## src/rtl/gt_rx_lock_pkg.sv

```systemverilog
// gt_rx_lock_pkg: shared state encoding, sync-header constants and counter sizing for the RX block aligner.
package gt_rx_lock_pkg;
    typedef enum logic [1:0] {HUNT, SLIP, WAIT, LOCKED} lock_state_e;

    localparam logic [1:0] SH_DATA    = 2'b01;
    localparam logic [1:0] SH_CTRL    = 2'b10;
    localparam int         HDR_W      = 2;
    localparam int         HDR_STRIDE = 3;
    localparam int         HDR_LANES  = 2;

    function automatic logic hdr_good(input logic [HDR_W-1:0] h);
        return h == SH_DATA || h == SH_CTRL;
    endfunction

    // One spare bit above the largest threshold so count+2 never wraps.
    function automatic int cnt_width(input int a, input int b, input int c, input int d);
        int m;
        m = a > b ? a : b;
        m = m > c ? m : c;
        m = m > d ? m : d;
        return $clog2(m) + 1;
    endfunction
endpackage

```

## src/rtl/gt_rx_hdr_check.sv

```systemverilog
// gt_rx_hdr_check: combinational classifier counting good and bad qualified sync headers in one rxusrclk cycle.
module gt_rx_hdr_check
    import gt_rx_lock_pkg::*;
(
    input  logic [5:0] rxheader,
    input  logic [1:0] rxheadervalid,
    output logic [1:0] n_good,
    output logic [1:0] n_bad
);
    logic [HDR_LANES-1:0] good;
    logic [HDR_LANES-1:0] bad;
    logic                 unused_hdr_bits;

    assign unused_hdr_bits = ^{rxheader[5], rxheader[2]};

    always_comb begin
        good = '0;
        bad  = '0;
        for (int k = 0; k < HDR_LANES; k++) begin
            good[k] = rxheadervalid[k] && hdr_good(rxheader[HDR_STRIDE*k +: HDR_W]);
            bad[k]  = rxheadervalid[k] && !hdr_good(rxheader[HDR_STRIDE*k +: HDR_W]);
        end
        n_good = {1'b0, good[0]} + {1'b0, good[1]};
        n_bad  = {1'b0, bad[0]} + {1'b0, bad[1]};
    end
endmodule

```

## src/rtl/gt_rx_block_lock.sv

```systemverilog
// gt_rx_block_lock: 64b/66b RX block aligner driving gearbox slip and tracking lock with a bad-header window.
// Optional statistics counters are built when GT_RX_LOCK_STATS_EN is defined.
module gt_rx_block_lock
    import gt_rx_lock_pkg::*;
#(
    parameter int LOCK_CNT  = 64,
    parameter int WINDOW    = 64,
    parameter int BAD_MAX   = 16,
    parameter int SLIP_WAIT = 32
) (
    input  logic         rxusrclk,
    input  logic         rst,
    input  logic         lock_en,
    input  logic [5:0]   rxheader,
    input  logic [1:0]   rxheadervalid,
    input  logic [127:0] rxdata,
    input  logic [1:0]   rxdatavalid,
    output logic         rxgearboxslip,
    output logic         block_lock,
    output logic [127:0] rx_data_out,
    output logic [1:0]   rx_data_valid_out,
    input  logic         stats_clr,
    output logic [15:0]  slip_count,
    output logic [15:0]  lock_loss_count,
    output logic [31:0]  bad_hdr_count
);
    localparam int CW = cnt_width(LOCK_CNT, WINDOW, BAD_MAX, SLIP_WAIT);

    lock_state_e   state, state_n;
    logic [CW-1:0] good_cnt, good_cnt_n, win_cnt, win_cnt_n, bad_cnt, bad_cnt_n, timer, timer_n;
    logic [CW-1:0] good_sum, win_sum, bad_sum;
    logic [1:0]    n_good, n_bad;
    logic [1:0]    dv_q;

    gt_rx_hdr_check u_hdr (
        .rxheader      (rxheader),
        .rxheadervalid (rxheadervalid),
        .n_good        (n_good),
        .n_bad         (n_bad)
    );

    assign good_sum = good_cnt + CW'(n_good);
    assign win_sum  = win_cnt + CW'(n_good) + CW'(n_bad);
    assign bad_sum  = bad_cnt + CW'(n_bad);

    always_ff @(posedge rxusrclk or posedge rst) begin
        if (rst) begin
            state    <= HUNT;
            good_cnt <= '0;
            win_cnt  <= '0;
            bad_cnt  <= '0;
            timer    <= '0;
        end else begin
            state    <= state_n;
            good_cnt <= good_cnt_n;
            win_cnt  <= win_cnt_n;
            bad_cnt  <= bad_cnt_n;
            timer    <= timer_n;
        end
    end

    always_comb begin
        state_n    = state;
        good_cnt_n = good_cnt;
        win_cnt_n  = win_cnt;
        bad_cnt_n  = bad_cnt;
        timer_n    = timer;
        if (!lock_en) begin
            state_n    = HUNT;
            good_cnt_n = '0;
            win_cnt_n  = '0;
            bad_cnt_n  = '0;
            timer_n    = '0;
        end else begin
            case (state)
                HUNT: begin
                    // A bad header outranks reaching the lock threshold in the same cycle.
                    if (n_bad != 2'd0) begin
                        state_n    = SLIP;
                        good_cnt_n = '0;
                    end else if (good_sum >= CW'(LOCK_CNT)) begin
                        state_n    = LOCKED;
                        good_cnt_n = '0;
                        win_cnt_n  = '0;
                        bad_cnt_n  = '0;
                    end else begin
                        good_cnt_n = good_sum;
                    end
                end
                SLIP: begin
                    state_n = WAIT;
                    timer_n = CW'(SLIP_WAIT);
                end
                WAIT: begin
                    if (timer <= CW'(1)) begin
                        state_n    = HUNT;
                        good_cnt_n = '0;
                        timer_n    = '0;
                    end else begin
                        timer_n = timer - CW'(1);
                    end
                end
                LOCKED: begin
                    if (bad_sum >= CW'(BAD_MAX)) begin
                        state_n = SLIP;
                    end else if (win_sum >= CW'(WINDOW)) begin
                        win_cnt_n = '0;
                        bad_cnt_n = '0;
                    end else begin
                        win_cnt_n = win_sum;
                        bad_cnt_n = bad_sum;
                    end
                end
                default: state_n = HUNT;
            endcase
        end
    end

    assign rxgearboxslip     = state == SLIP;
    assign block_lock        = state == LOCKED;
    assign rx_data_valid_out = dv_q & {2{block_lock}};

    always_ff @(posedge rxusrclk or posedge rst) begin
        if (rst) begin
            rx_data_out <= '0;
            dv_q        <= '0;
        end else begin
            rx_data_out <= rxdata;
            dv_q        <= rxdatavalid;
        end
    end

`ifdef GT_RX_LOCK_STATS_EN
    logic [32:0] bad_hdr_sum;

    assign bad_hdr_sum = {1'b0, bad_hdr_count} + 33'((state == LOCKED && lock_en) ? n_bad : 2'd0);

    always_ff @(posedge rxusrclk or posedge rst) begin
        if (rst) begin
            slip_count      <= '0;
            lock_loss_count <= '0;
            bad_hdr_count   <= '0;
        end else if (stats_clr) begin
            slip_count      <= '0;
            lock_loss_count <= '0;
            bad_hdr_count   <= '0;
        end else begin
            if (state_n == SLIP && slip_count != '1)
                slip_count <= slip_count + 16'd1;
            if (state == LOCKED && state_n != LOCKED && lock_loss_count != '1)
                lock_loss_count <= lock_loss_count + 16'd1;
            bad_hdr_count <= bad_hdr_sum[32] ? '1 : bad_hdr_sum[31:0];
        end
    end
`else
    logic unused_stats_clr;

    assign unused_stats_clr = stats_clr;
    assign slip_count       = '0;
    assign lock_loss_count  = '0;
    assign bad_hdr_count    = '0;
`endif
endmodule
```

## config.mk

```make
export PLATFORM = sky130hd
export DESIGN_NAME = gt_rx_block_lock
export DESIGN_NICKNAME = d
export VERILOG_FILES = /design/src/rtl/gt_rx_lock_pkg.sv /design/src/rtl/gt_rx_hdr_check.sv /design/src/rtl/gt_rx_block_lock.sv
export SDC_FILE = /design/constraint.sdc
export NUM_CORES = 1
export LEC_CHECK = 0
export ABC_AREA = 1
export BUFFER_PORTS_ARGS = -buffer_cell sky130_fd_sc_hd__buf_2
export CORE_MARGIN = 4
export CORE_UTILIZATION = 30
export CTS_BUF_LIST = sky130_fd_sc_hd__clkbuf_8
export CTS_CLUSTER_SIZE = 20
export DETAILED_ROUTE_END_ITERATION = 7
export PLACE_DENSITY_LB_ADDON = 0.12
export SLEW_MARGIN = 20
export SYNTH_ARGS = -nofsm -noshare
export SYNTH_HDL_FRONTEND = slang
export SYNTH_SLANG_ARGS = --single-unit
```

## constraint.sdc

```tcl
create_clock -name rxusrclk -period 7 [get_ports rxusrclk]
set_clock_uncertainty 0.1 [all_clocks]
set_input_delay 1.05 -clock rxusrclk [delete_from_list [all_inputs] [get_ports rxusrclk]]
set_output_delay 1.05 -clock rxusrclk [all_outputs]
set_load 0.05 [all_outputs]
```

==> results.sh <==
export IMPL_arrival_ns=3.66
export IMPL_fin_nets=952
export IMPL_relSlewSlack_pct=50.9
export IMPL_p_comb_share_pct=24.0
export IMPL_path_buf_inv=4
export IMPL_crit_required_ns=7.22
export IMPL_ys_seq_area_share_pct=66.8
export IMPL_synth_area_leaders="dfrtp_1, buf_4, nand2_1, ha_1, inv_1"
export IMPL_drtAntennaViolNets=0
export IMPL_synth_cell_type_count=30
export IMPL_path_max_fanout=14
export IMPL_post_cts_resized=0
export IMPL_power_leakage_nw=4.31
export IMPL_startpoint_type="primary input"
export IMPL_grt_ovfl_total=0
export IMPL_vdd_drop_max_mv=0.154
export IMPL_die_x_um=149
export IMPL_cp_end_kind="flop"
export IMPL_yosysWarnings=0
export IMPL_power_switching_mw=0.823
export IMPL_hpwlAfterDp_mm=12.8
export IMPL_portBuffers=270
export IMPL_wl_per_cell_um=15.2
export IMPL_grt_max_degree=83
export IMPL_vias=4255
export IMPL_post_cts_buffers=0
export IMPL_synthesis_area_per_instance_um2=11.8
export IMPL_synth_top_area_share_pct=66.8
export IMPL_grt_pass1_vias=4636
export IMPL_dr_pass1_iters=4
export IMPL_final_cell_mix="buf_2, dfrtp_1, nand2_1, conb_1, inv_1"
export IMPL_postRouteWirelength_mm=16.3
export IMPL_antenna_found_initial=4
export IMPL_detail_route_vias_per_cell=3.98
export IMPL_stdcell_count=1070
export IMPL_fin_crit_sh_pct=49.1
export IMPL_internal_power_mw=1.49
export IMPL_grt_first_pass_wirelength_mm=24.9
export IMPL_setup_viol=0
export IMPL_boundaryPins=338
export IMPL_cts_sinks=160
export IMPL_drive_gt1_share_pct=39.1
export IMPL_status="finished clean"
export IMPL_drv_slew=0
export IMPL_cp_top_family="simple AND/OR/NAND/NOR gates"
export IMPL_ys_seq_elements=160
export IMPL_yosysTopAreaCell="dfrtp_1"
export IMPL_dp_cells=1036
export IMPL_clockBufferDepth=2
export IMPL_tns_ns=0
export IMPL_pwr_share_clk_pct=32.4
export IMPL_cts_hold_buf=0
export IMPL_rsz0062_at_grt="false"
export IMPL_grt_usage_pct=14.6
export IMPL_max_freq_mhz=291
export IMPL_die_area_um2=22300
export IMPL_initial_utilization_pct=30.6
export IMPL_syn_area_um2=6000
export IMPL_globalplace_congestion=0.806
export IMPL_fin_crit_ns=3.44
export IMPL_max_cap_violations=0
export IMPL_critical_path_max_stage_delay_ns=0.36
export IMPL_holdWs_ns=0.375
export IMPL_hold_viol_final=0
export IMPL_core_um2=19600
export IMPL_path_clk_slew_ns=0.09
export IMPL_worst_pin_slew_ns=0.736
export IMPL_pwr_share_seq_pct=43.7
export IMPL_worstSetupPathType="primary input to flop"
export IMPL_critPathSlowestCell="fa_1"
export IMPL_die_y_um=149
export IMPL_rows=51
export IMPL_clock_root_buffer="clkbuf_8"
export IMPL_path_cells="buf_2 > xor2_1 > nor2_1 > inv_1 > ha_1 > ha_1 > inv_1 > fa_1 > inv_1 > nand4_1 > nand2_1 > nand3_2 > o21bai_4 > nand3_4 > nand2_1 > nand2_1"
export IMPL_cts_made_buffers=17
export IMPL_switching_share_pct=35.6
export IMPL_clk_latency_ns=0.44
export IMPL_drt_initial_drc_count=176
export IMPL_mostFrequentLayoutCell="buf_2"
export IMPL_synth_cells=508
export IMPL_final_core_util_pct=40.1
export IMPL_tritoncts="yes"
export IMPL_power_per_cell_area_nw_per_um2=295
export IMPL_ctsHtreeMaxLevel=4
export IMPL_areaGrowthSynthToFinish_pct=30.9
export IMPL_min_path_type="flop to flop"
export IMPL_drc=0
-- power by group through the flow --
stage                     clock network [mW]  logic [mW]  registers (mW)
after floorplan                            0       0.315            1.16
after global placement                     0       0.550            1.03
after detailed placement                   0       0.558            1.03
after CTS                              0.774       0.559            1.01
after global routing                   0.821       0.607            1.02
final                                  0.748       0.554            1.01
-- state kept, by name (all words and copies together), names as in the netlist --
register / flops
rx_data_out: 128
bad_cnt: 7
good_cnt: 7
timer: 7
win_cnt: 7
dv_q: 2
state: 2
-- stage by stage --
stage | total power, mW | instance area [um^2] | setup WS (ns)
detailed placement | 1.59 | 7400 | 3.10
global route | 2.44 | 7850 | 3.29
floorplan | 1.48 | 6230 | 1.53
finish | 2.31 | 7850 | 3.56
global placement | 1.58 | 7400 | 3.17
CTS | 2.34 | 7840 | 3.58
-- worst reg2reg max path, cell delays in order (launching register included) --
cell and delay (ns):
dfrtp_1 0.41, xor2_1 0.17, ha_1 0.18, a21o_1 0.20, ha_1 0.31, nand3_1 0.10, nand2_1 0.11, nand4_1 0.34
a21oi_1 0.26, nand4_1 0.11, nand2_1 0.10
-- kinds of logic after synthesis --
logic type | count (synthesis) | synth area share [%]
buffers and inverters | 129 | 12.4
and+or+nand+nor | 154 | 11.5
AOI/OAI and AO/OA | 37 | 3.67
adders and majority gates | 20 | 4.55
xor gates and xnor gates | 7 | 1.02
other | 1 | 0.0625
DFF | 160 | 66.8
-- worst paths after layout --
check                           depth (start not counted)         from               to  slack [ns]
worst min register to register                          2   win_cnt[0]       win_cnt[0]        0.37
min in group asynchronous                               2          rst  rx_data_out[24]        0.62
worst max register to register                         10   win_cnt[1]       win_cnt[5]        4.53
worst min-delay path                                    2   win_cnt[0]       win_cnt[0]        0.37
max in group asynchronous                               3          rst       bad_cnt[3]        4.99
worst max-delay path                                   16  rxheader[3]       bad_cnt[2]        3.56
-- area by class of cell --
class / instances / area [um^2]
tap: 265 / 332
multi-input combinational: 282 / 1490
inverter: 58 / 223
fill: 1951 / 11700
antenna: 2 / 5.00
clock buffer: 18 / 248
sequential: 160 / 4000
clock inverter: 14 / 191
timing repair buffer: 271 / 1360
-- layer usage --
metal / wire, um / vias to the layer above / track usage (%)
li1: - / 2040 / -
met1: 5440 / 1995 / 15.0
met2: 8530 / 197 / 24.8
met3: 2030 / 19 / 8.23
met4: 232 / 4 / 5.68
met5: 35 / - / 0
-- synthesized netlist by cell type, drive strengths merged --
library cell,count
dfrtp,160
nand2,89
buf,69
inv,58
nand3,25
nand4,19
ha,17
nor2,17
a21oi,16
o21ai,11
xor2,5
o21bai,4
o22ai,4
fa,3
clkbuf,2
nand3b,2
or2,2
xnor2,2
a21o,1
a22oi,1
conb,1
(Power assumes the default switching activity.)
